File: src/rtl/video_ram_pkg.sv
// Shared types and constants for the video RAM read path.
package video_ram_pkg;

  localparam int unsigned WIN_WORDS    = 32;
  localparam int unsigned WIN_LINES    = 64;
  localparam int unsigned ADDR_W       = 11;
  localparam int unsigned DATA_W       = 9;
  localparam int unsigned PIX_PER_WORD = 8;
  localparam int unsigned WIN_PIXELS   = WIN_WORDS * PIX_PER_WORD;
  localparam int unsigned CNT_W        = 12;
  localparam int unsigned HSUB_W       = 3;

  // One RAM word: attribute in the MSB, pixels below with bit 7 leftmost.
  typedef struct packed {
    logic       attr;
    logic [7:0] pixels;
  } vram_word_t;

  // Per-pixel timing tag carried alongside the RAM read latency.
  typedef struct packed {
    logic              hsync;
    logic              vsync;
    logic              de;
    logic              in_win;
    logic              frame;
    logic [HSUB_W-1:0] hsub;
  } scan_tag_t;

  function automatic int unsigned raster_total(input int unsigned active,
                                               input int unsigned fp,
                                               input int unsigned sync,
                                               input int unsigned bp);
    return active + fp + sync + bp;
  endfunction

endpackage

File: src/rtl/video_timing_gen.sv
// Horizontal/vertical raster counters with raw (undelayed) sync, enable and frame flags.
module video_timing_gen
  import video_ram_pkg::*;
#(
  parameter int unsigned H_ACTIVE = 480,
  parameter int unsigned H_FP     = 8,
  parameter int unsigned H_SYNC   = 4,
  parameter int unsigned H_BP     = 43,
  parameter int unsigned V_ACTIVE = 272,
  parameter int unsigned V_FP     = 4,
  parameter int unsigned V_SYNC   = 4,
  parameter int unsigned V_BP     = 12
) (
  input  logic             clk,
  input  logic             reset_n,
  output logic [CNT_W-1:0] h,
  output logic [CNT_W-1:0] v,
  output logic             hsync_raw_c,
  output logic             vsync_raw_c,
  output logic             de_raw_c,
  output logic             frame_raw_c
);

  localparam int unsigned H_TOTAL = raster_total(H_ACTIVE, H_FP, H_SYNC, H_BP);
  localparam int unsigned V_TOTAL = raster_total(V_ACTIVE, V_FP, V_SYNC, V_BP);

  localparam logic [CNT_W-1:0] H_LAST     = CNT_W'(H_TOTAL - 1);
  localparam logic [CNT_W-1:0] V_LAST     = CNT_W'(V_TOTAL - 1);
  localparam logic [CNT_W-1:0] H_ACT      = CNT_W'(H_ACTIVE);
  localparam logic [CNT_W-1:0] V_ACT      = CNT_W'(V_ACTIVE);
  localparam logic [CNT_W-1:0] HS_FIRST   = CNT_W'(H_ACTIVE + H_FP);
  localparam logic [CNT_W-1:0] HS_LAST    = CNT_W'(H_ACTIVE + H_FP + H_SYNC - 1);
  localparam logic [CNT_W-1:0] VS_FIRST   = CNT_W'(V_ACTIVE + V_FP);
  localparam logic [CNT_W-1:0] VS_LAST    = CNT_W'(V_ACTIVE + V_FP + V_SYNC - 1);

  // v advances only on h wrap; both wrap together at the frame end.
  always_ff @(posedge clk or negedge reset_n) begin
    if (!reset_n) begin
      h <= '0;
      v <= '0;
    end else if (h == H_LAST) begin
      h <= '0;
      v <= (v == V_LAST) ? '0 : v + CNT_W'(1);
    end else begin
      h <= h + CNT_W'(1);
    end
  end

  always_comb begin
    hsync_raw_c = (h >= HS_FIRST) && (h <= HS_LAST);
    vsync_raw_c = (v >= VS_FIRST) && (v <= VS_LAST);
    de_raw_c    = (h < H_ACT) && (v < V_ACT);
    frame_raw_c = (h == '0) && (v == '0);
  end

endmodule

File: src/rtl/video_ram_scanner.sv
// Raster scanner reading the 2048x9 video RAM and serialising words to monochrome pixels.
// Optional blink attribute support is enabled by defining VIDEO_RAM_SCANNER_BLINK_EN.
module video_ram_scanner
  import video_ram_pkg::*;
#(
  parameter int unsigned H_ACTIVE    = 480,
  parameter int unsigned H_FP        = 8,
  parameter int unsigned H_SYNC      = 4,
  parameter int unsigned H_BP        = 43,
  parameter int unsigned V_ACTIVE    = 272,
  parameter int unsigned V_FP        = 4,
  parameter int unsigned V_SYNC      = 4,
  parameter int unsigned V_BP        = 12,
  parameter logic        SYNC_ACTIVE = 1'b0,
  parameter int unsigned RD_LAT      = 2
) (
  input  logic              clk,
  input  logic              reset_n,
  output logic [ADDR_W-1:0] read_ad,
  input  logic [DATA_W-1:0] read_data,
  output logic              hsync,
  output logic              vsync,
  output logic              de,
  output logic              pixel,
  output logic              frame_start
);

  // Address register plus RD_LAT RAM stages; the output register adds the last stage.
  localparam int unsigned TAG_DEPTH = RD_LAT + 1;

  localparam logic [CNT_W-1:0] WIN_H = CNT_W'(WIN_PIXELS);
  localparam logic [CNT_W-1:0] WIN_V = CNT_W'(WIN_LINES);

  localparam scan_tag_t TAG_IDLE = '{
    hsync:  ~SYNC_ACTIVE,
    vsync:  ~SYNC_ACTIVE,
    de:     1'b0,
    in_win: 1'b0,
    frame:  1'b0,
    hsub:   '0
  };

  logic [CNT_W-1:0] h;
  logic [CNT_W-1:0] v;
  logic             hsync_raw_c;
  logic             vsync_raw_c;
  logic             de_raw_c;
  logic             frame_raw_c;
  logic             in_win_c;
  scan_tag_t        tag_c;
  scan_tag_t        tag_q [TAG_DEPTH];
  scan_tag_t        tag_out_c;
  vram_word_t       word_c;
  logic             blank_c;
  logic             pixel_c;

  video_timing_gen #(
    .H_ACTIVE (H_ACTIVE),
    .H_FP     (H_FP),
    .H_SYNC   (H_SYNC),
    .H_BP     (H_BP),
    .V_ACTIVE (V_ACTIVE),
    .V_FP     (V_FP),
    .V_SYNC   (V_SYNC),
    .V_BP     (V_BP)
  ) u_timing (
    .clk         (clk),
    .reset_n     (reset_n),
    .h           (h),
    .v           (v),
    .hsync_raw_c (hsync_raw_c),
    .vsync_raw_c (vsync_raw_c),
    .de_raw_c    (de_raw_c),
    .frame_raw_c (frame_raw_c)
  );

  always_comb begin
    in_win_c      = de_raw_c && (h < WIN_H) && (v < WIN_V);
    tag_c         = TAG_IDLE;
    tag_c.hsync   = hsync_raw_c ? SYNC_ACTIVE : ~SYNC_ACTIVE;
    tag_c.vsync   = vsync_raw_c ? SYNC_ACTIVE : ~SYNC_ACTIVE;
    tag_c.de      = de_raw_c;
    tag_c.in_win  = in_win_c;
    tag_c.frame   = frame_raw_c;
    tag_c.hsub    = h[HSUB_W-1:0];
  end

  // Address holds outside the window so the RAM output stays quiet during blanking.
  always_ff @(posedge clk or negedge reset_n) begin
    if (!reset_n) begin
      read_ad <= '0;
    end else if (in_win_c) begin
      read_ad <= ADDR_W'({v[5:0], h[7:3]});
    end
  end

  // Tag delay line matching the address register plus RAM read latency.
  always_ff @(posedge clk or negedge reset_n) begin
    if (!reset_n) begin
      for (int i = 0; i < int'(TAG_DEPTH); i++) begin
        tag_q[i] <= TAG_IDLE;
      end
    end else begin
      tag_q[0] <= tag_c;
      for (int i = 1; i < int'(TAG_DEPTH); i++) begin
        tag_q[i] <= tag_q[i-1];
      end
    end
  end

`ifdef VIDEO_RAM_SCANNER_BLINK_EN
  logic [5:0] frame_cnt;
  logic       blink_phase;

  // Phase is sampled before the increment so frames 0..31 show and 32..63 blank.
  always_ff @(posedge clk or negedge reset_n) begin
    if (!reset_n) begin
      frame_cnt   <= '0;
      blink_phase <= 1'b0;
    end else if (frame_raw_c) begin
      frame_cnt   <= frame_cnt + 6'(1);
      blink_phase <= frame_cnt[5];
    end
  end

  always_comb begin
    blank_c = word_c.attr && blink_phase;
  end
`else
  logic unused_attr_c;

  always_comb begin
    unused_attr_c = word_c.attr;
    blank_c       = 1'b0;
  end
`endif

  always_comb begin
    tag_out_c = tag_q[TAG_DEPTH-1];
    word_c    = vram_word_t'(read_data);
    pixel_c   = tag_out_c.in_win && !blank_c &&
                word_c.pixels[HSUB_W'(3'd7 - tag_out_c.hsub)];
  end

  always_ff @(posedge clk or negedge reset_n) begin
    if (!reset_n) begin
      hsync       <= ~SYNC_ACTIVE;
      vsync       <= ~SYNC_ACTIVE;
      de          <= 1'b0;
      pixel       <= 1'b0;
      frame_start <= 1'b0;
    end else begin
      hsync       <= tag_out_c.hsync;
      vsync       <= tag_out_c.vsync;
      de          <= tag_out_c.de;
      pixel       <= pixel_c;
      frame_start <= tag_out_c.frame;
    end
  end

endmodule

File: config.mk
export PLATFORM = sky130hd
export DESIGN_NAME = video_ram_scanner
export DESIGN_NICKNAME = d
export VERILOG_FILES = /design/src/rtl/video_ram_pkg.sv /design/src/rtl/video_timing_gen.sv /design/src/rtl/video_ram_scanner.sv
export SDC_FILE = /design/constraint.sdc
export NUM_CORES = 1
export LEC_CHECK = 0
export CAP_MARGIN = 20
export CORE_MARGIN = 2
export CORE_UTILIZATION = 61
export DETAILED_ROUTE_END_ITERATION = 10
export DONT_BUFFER_PORTS = 1
export HOLD_SLACK_MARGIN = 0.02
export PLACE_DENSITY = 0.77
export SYNTH_ARGS = -nofsm -noshare
export SYNTH_HDL_FRONTEND = slang
export SYNTH_SLANG_ARGS = --single-unit
File: constraint.sdc
create_clock -name clk -period 4.2 [get_ports clk]
set_input_delay 0.84 -clock clk [delete_from_list [all_inputs] [get_ports clk]]
set_output_delay 0.84 -clock clk [all_outputs]
set_load 0.005 [all_outputs]
; After elaboration in Yosys (flattened, before gate mapping)
; Index checks and enable logic that the tools add are counted.
[classes]
addsub = 3
order_cmp = 9
n_eq_ne = 2
muxes = 6
reduce_logical = 9
[ops]
columns = cell, count
row1 = $lt 12x9->1 const B, 3
row2 = $add 12x1->12 const B, 2
row3 = $ge 12x9->1 const B, 2
row4 = $le 12x9->1 const B, 2
row5 = $logic_not 12->1, 2
row6 = $mux 12, 2
row7 = $eq 12x10->1 const B, 1
row8 = $eq 12x9->1 const B, 1
row9 = $lt 12x7->1 const B, 1
row10 = $logic_and 1x1->1, 7
row11 = $lt 3x4->1 const B, 1
row12 = $bmux 1 s3, 1
row13 = $mux 1, 3
row14 = $sub 3x3->3 const A, 1
[word_totals]
regBits = 64
inputBits = 11
output_inout_bits = 16
elab_cells = 55

; Logic depth before layout (Yosys ltp)
[depth]
depth_word = 4
mapped_depth = 6

; Hierarchy
; A second synthesis with hierarchy kept.
[hier_totals]
cells_unflattened = 194
hier_area_um2 = 2618.8
[by_module_without_submodules]
columns = mod, n_inst, cells_per_inst, area_per_inst_um2, seq_area_each_um2
row1 = video_ram_scanner, 1, 66, 1310.0, 1011.0
row2 = video_timing_gen, 1, 128, 1308.8, 600.6

; Least setup slack after synthesis
; Ideal clock, no wire load.
[synth_path]
kind = input -> register
start = input port read_data[0]
end = register pixel
setup_ns = 0.120
arrival_ns = 1.457
required_time_ns = 4.080
setup_slack_ns = 2.623
stages = 3
path_buffers = 0
path_cell_list = mux4_2 mux2i_1 nor2b_1
[synth_between]
elab_chain_cells = 3
[synth_lines]
columns = element, line
row1 = from (decl), video_ram_scanner.sv:20  ; input logic [DATA_W-1:0] read_data,
row2 = $bmux 1 s3, video_ram_scanner.sv:142  ; word_c.pixels[HSUB_W'(3'd7 - tag_out_c.hsub)];
row3 = $mux 1 (not written as such), video_ram_scanner.sv:142
row4 = $logic_and 1x1->1, video_ram_scanner.sv:141  ; pixel_c = tag_out_c.in_win && !blank_c &&
row5 = net pixel_c, video_ram_scanner.sv:55  ; logic pixel_c;
row6 = to (signal assigned), video_ram_scanner.sv:156  ; pixel <= pixel_c;
row7 = to (decl), video_ram_scanner.sv:24  ; output logic pixel,
; The timed path passes the listed nets, and every way through them passes these cells. The select of a mux whose other input is x is not followed.
; A chain may end at the register's enable or synchronous reset.

; Worst setup path after layout
[layout_path]
start = register u_timing.h[6]
end = register u_timing.v[9]
[layout_between]
elab_chain_cells = 1
[layout_lines]
columns = element, line
row1 = from (decl), video_timing_gen.sv:16  ; output logic [CNT_W-1:0] h,
row2 = from (signal assigned), video_timing_gen.sv:45  ; h <= h + CNT_W'(1);
row3 = $eq 12x10->1, video_timing_gen.sv:41  ; end else if (h == H_LAST) begin
row4 = to (signal assigned), video_timing_gen.sv:43  ; v <= (v == V_LAST) ? '0 : v + CNT_W'(1);
row5 = to (decl), video_timing_gen.sv:17  ; output logic [CNT_W-1:0] v,
; Every way passes these cells.

==> flow_summary.toml <==
[logic_synthesis]
synthFlopType = "dfrtp_1"
netlist_area_sq_um = 2510
yosysUniqueCellTypes = 36
syn_area_per_cell_sq_um = 13.3
synthCells = 189
synth.yosys.seq_area_share = 0.643
synth_nets = 205
async_flop_share = 1.00
synth_edf_count = 0
ys_ff_latch = 64
yosys_warnings = 0

[floorplanning]
rows = 23
coreArea_sq_um = 3970
initial_utilization = 0.631
io_pins = 27
die_w_um = 68.1
die_area_sq_um = 4640
die_h_um = 68.1

[clock_network]
cts-buffers-inserted = 9
clkTransAtPathRegs_ps = 70
hold_buffers = 0
clk_latency_ps = 330
clockBufferDepth = 2
cts_tree = "done"
ctsResizeCount = 0
htreeDepth = 3
post_cts_buffers = 0
cts_root_buf = "clkbuf_8"
cts_sinks = 64

[timing]
period_needed_ps = 2100
slew_headroom = 0.518
fin_tns_setup_ps = 0
finalMaxSlewViolations = 0
whs_ps = 197
setup_slack_ps = 2100
finalCritPeriodShare = 0.500
setup_violations = 0
clock_skew_ps = 9.89
rsz0062_at_grt = "no"
hold_viol_final = 0
tightest_slew_ps = 724
fmax_mhz = 476

[finish]
antennaDiodeCount = 0
mostFrequentLayoutCell = "dfrtp_1"
drive_gt1_frac = 0.195
fin_cells = 250
final_cell_mix = "dfrtp_1, nor2_1, nand3_1, nand4_1, xnor2_1"
area_growth_pct = 8.89
final_design_area_no_fill_sq_um = 2730
nets = 211

[setup_path]
crit_type = "reg -> reg"
end_kind = "flop"
r2r_end = "u_timing.v[9]$_DFFE_PN0N_"
critPathRequiredTime_ps = 4410
crit_arrival_ps = 2310
r2r_start = "u_timing.h[6]$_DFF_PN0_"
path_max_fanout = 20
r2r_setup_slack_ps = 2100
reg2reg_depth = 4
startpoint_type = "flop"

[route]
dr.pass1.iters = 4
wl_mm = 4.02
drcViolationCount = 0
dr.first_iter.drc_count = 143
ant_nets = 0
routed_via_density = 5.83
route.detailed.wl_per_inst_um = 16.1
vias = 1457

[global_route]
grt_pass1_wl_mm = 6.69
grt_max_degree = 65
overflow = 0
grt_pass1_vias = 1465
antenna_found_initial = 0
grt.total_usage = 0.207

[pwr]
pwr_density_cell_nw_per_um2 = 408
ir_worst_vdd_uv = 204
leakage_nw = 1.20

[placement]
dpl.hpwl_mm = 2.67
dpl_cell_area_sq_um = 2540
dp_slack_ps = 2140
numPortBuffers = 0
dp_cells = 234
routabilityCongestion = 0.954

[outcome]
status = "finished clean"

[hold_path]
hold_class = "in -> async"

[job]
cap_violations = 0
-- flip-flops by register name (all words and copies together), names as in the netlist --
name	count
de	1
frame_start	1
hsync	1
pixel	1
read_ad	11
tag_out_c	8
tag_q	16
u_timing.h	12
u_timing.v	12
vsync	1
-- worst max path at each step --
stage,startpoint,to,slack (ps)
after global placement,u_timing.h[6]$_DFF_PN0_,u_timing.v[9]$_DFFE_PN0N_,2250
after detailed placement,u_timing.h[6]$_DFF_PN0_,u_timing.v[9]$_DFFE_PN0N_,2140
final,u_timing.h[6]$_DFF_PN0_,u_timing.v[9]$_DFFE_PN0N_,2100
after global routing,u_timing.h[6]$_DFF_PN0_,u_timing.v[9]$_DFFE_PN0N_,2000
after floorplan,read_data[0],pixel$_DFF_PN0_,2620
after CTS,u_timing.h[6]$_DFF_PN0_,u_timing.v[9]$_DFFE_PN0N_,2120
-- final cells by class --
type | instances | area [sq um]
Sequential cell | 64 | 1610
Fill cell | 274 | 1240
Multi-Input combinational cell | 114 | 845
Clock buffer | 10 | 128
Tap cell | 50 | 62.6
Clock inverter | 6 | 60.1
Inverter | 6 | 22.5
-- power breakdown --
| part | internal, mW | switching (mW) |
|---|---|---|
| logic | 0.00157 | 0.000538 |
| registers | 0.617 | 0.000226 |
| clock network | 0.271 | 0.224 |
| total | 0.890 | 0.224 |
-- cell families after synthesis --
logic type,after synthesis,share of synthesized area
flops,64,0.643
mux,12,0.0624
compound gates,14,0.0340
simple gates,68,0.163
fa+ha+maj,5,0.0250
xor+xnor,15,0.0524
buf+inv,11,0.0200
-- synth_stat cells, types with 2 or more instances --
library cell | n | share of area
dfrtp_1 | 56 | 0.56
nor2_1 | 13 | 0.019
nand3_1 | 11 | 0.022
nand4_1 | 10 | 0.025
xnor2_1 | 10 | 0.035
mux2_2 | 9 | 0.040
nand2_1 | 9 | 0.013
dfstp_2 | 8 | 0.084
inv_1 | 6 | 0.0090
o21ai_0 | 6 | 0.012
ha_1 | 5 | 0.025
xor2_1 | 5 | 0.017
and3_1 | 4 | 0.010
buf_2 | 4 | 0.0080
and4_1 | 3 | 0.010
nor3_1 | 3 | 0.0060
a21oi_1 | 2 | 0.0040
a31oi_1 | 2 | 0.0050
and4b_1 | 2 | 0.0080
mux4_2 | 2 | 0.018
nand2b_1 | 2 | 0.0050
nor2b_1 | 2 | 0.0050
or4_1 | 2 | 0.0060
-- routing by layer --
metal	share of wire	vias up	track usage
li1	-	677	-
met1	0.45	717	0.265
met2	0.47	53	0.294
met3	0.061	10	0.0839
met4	0.020	0	0.125
met5	0	-	0
-- worst max-delay path, cell delays in order, from the launching register on --
cell	delay (ps)
dfrtp_1	490
nor4_4	360
and4_1	720
nand4_1	230
xnor2_1	180
-- stage by stage --
stage,power (mW),util
2_1_floorplan,0.631,-
3_5_place_dp,0.631,0.640
3_3_place_gp,0.631,0.640
5_1_grt,1.16,0.687
4_1_cts,1.13,0.687
6_report,1.11,0.687
(Power assumes the default switching activity.)
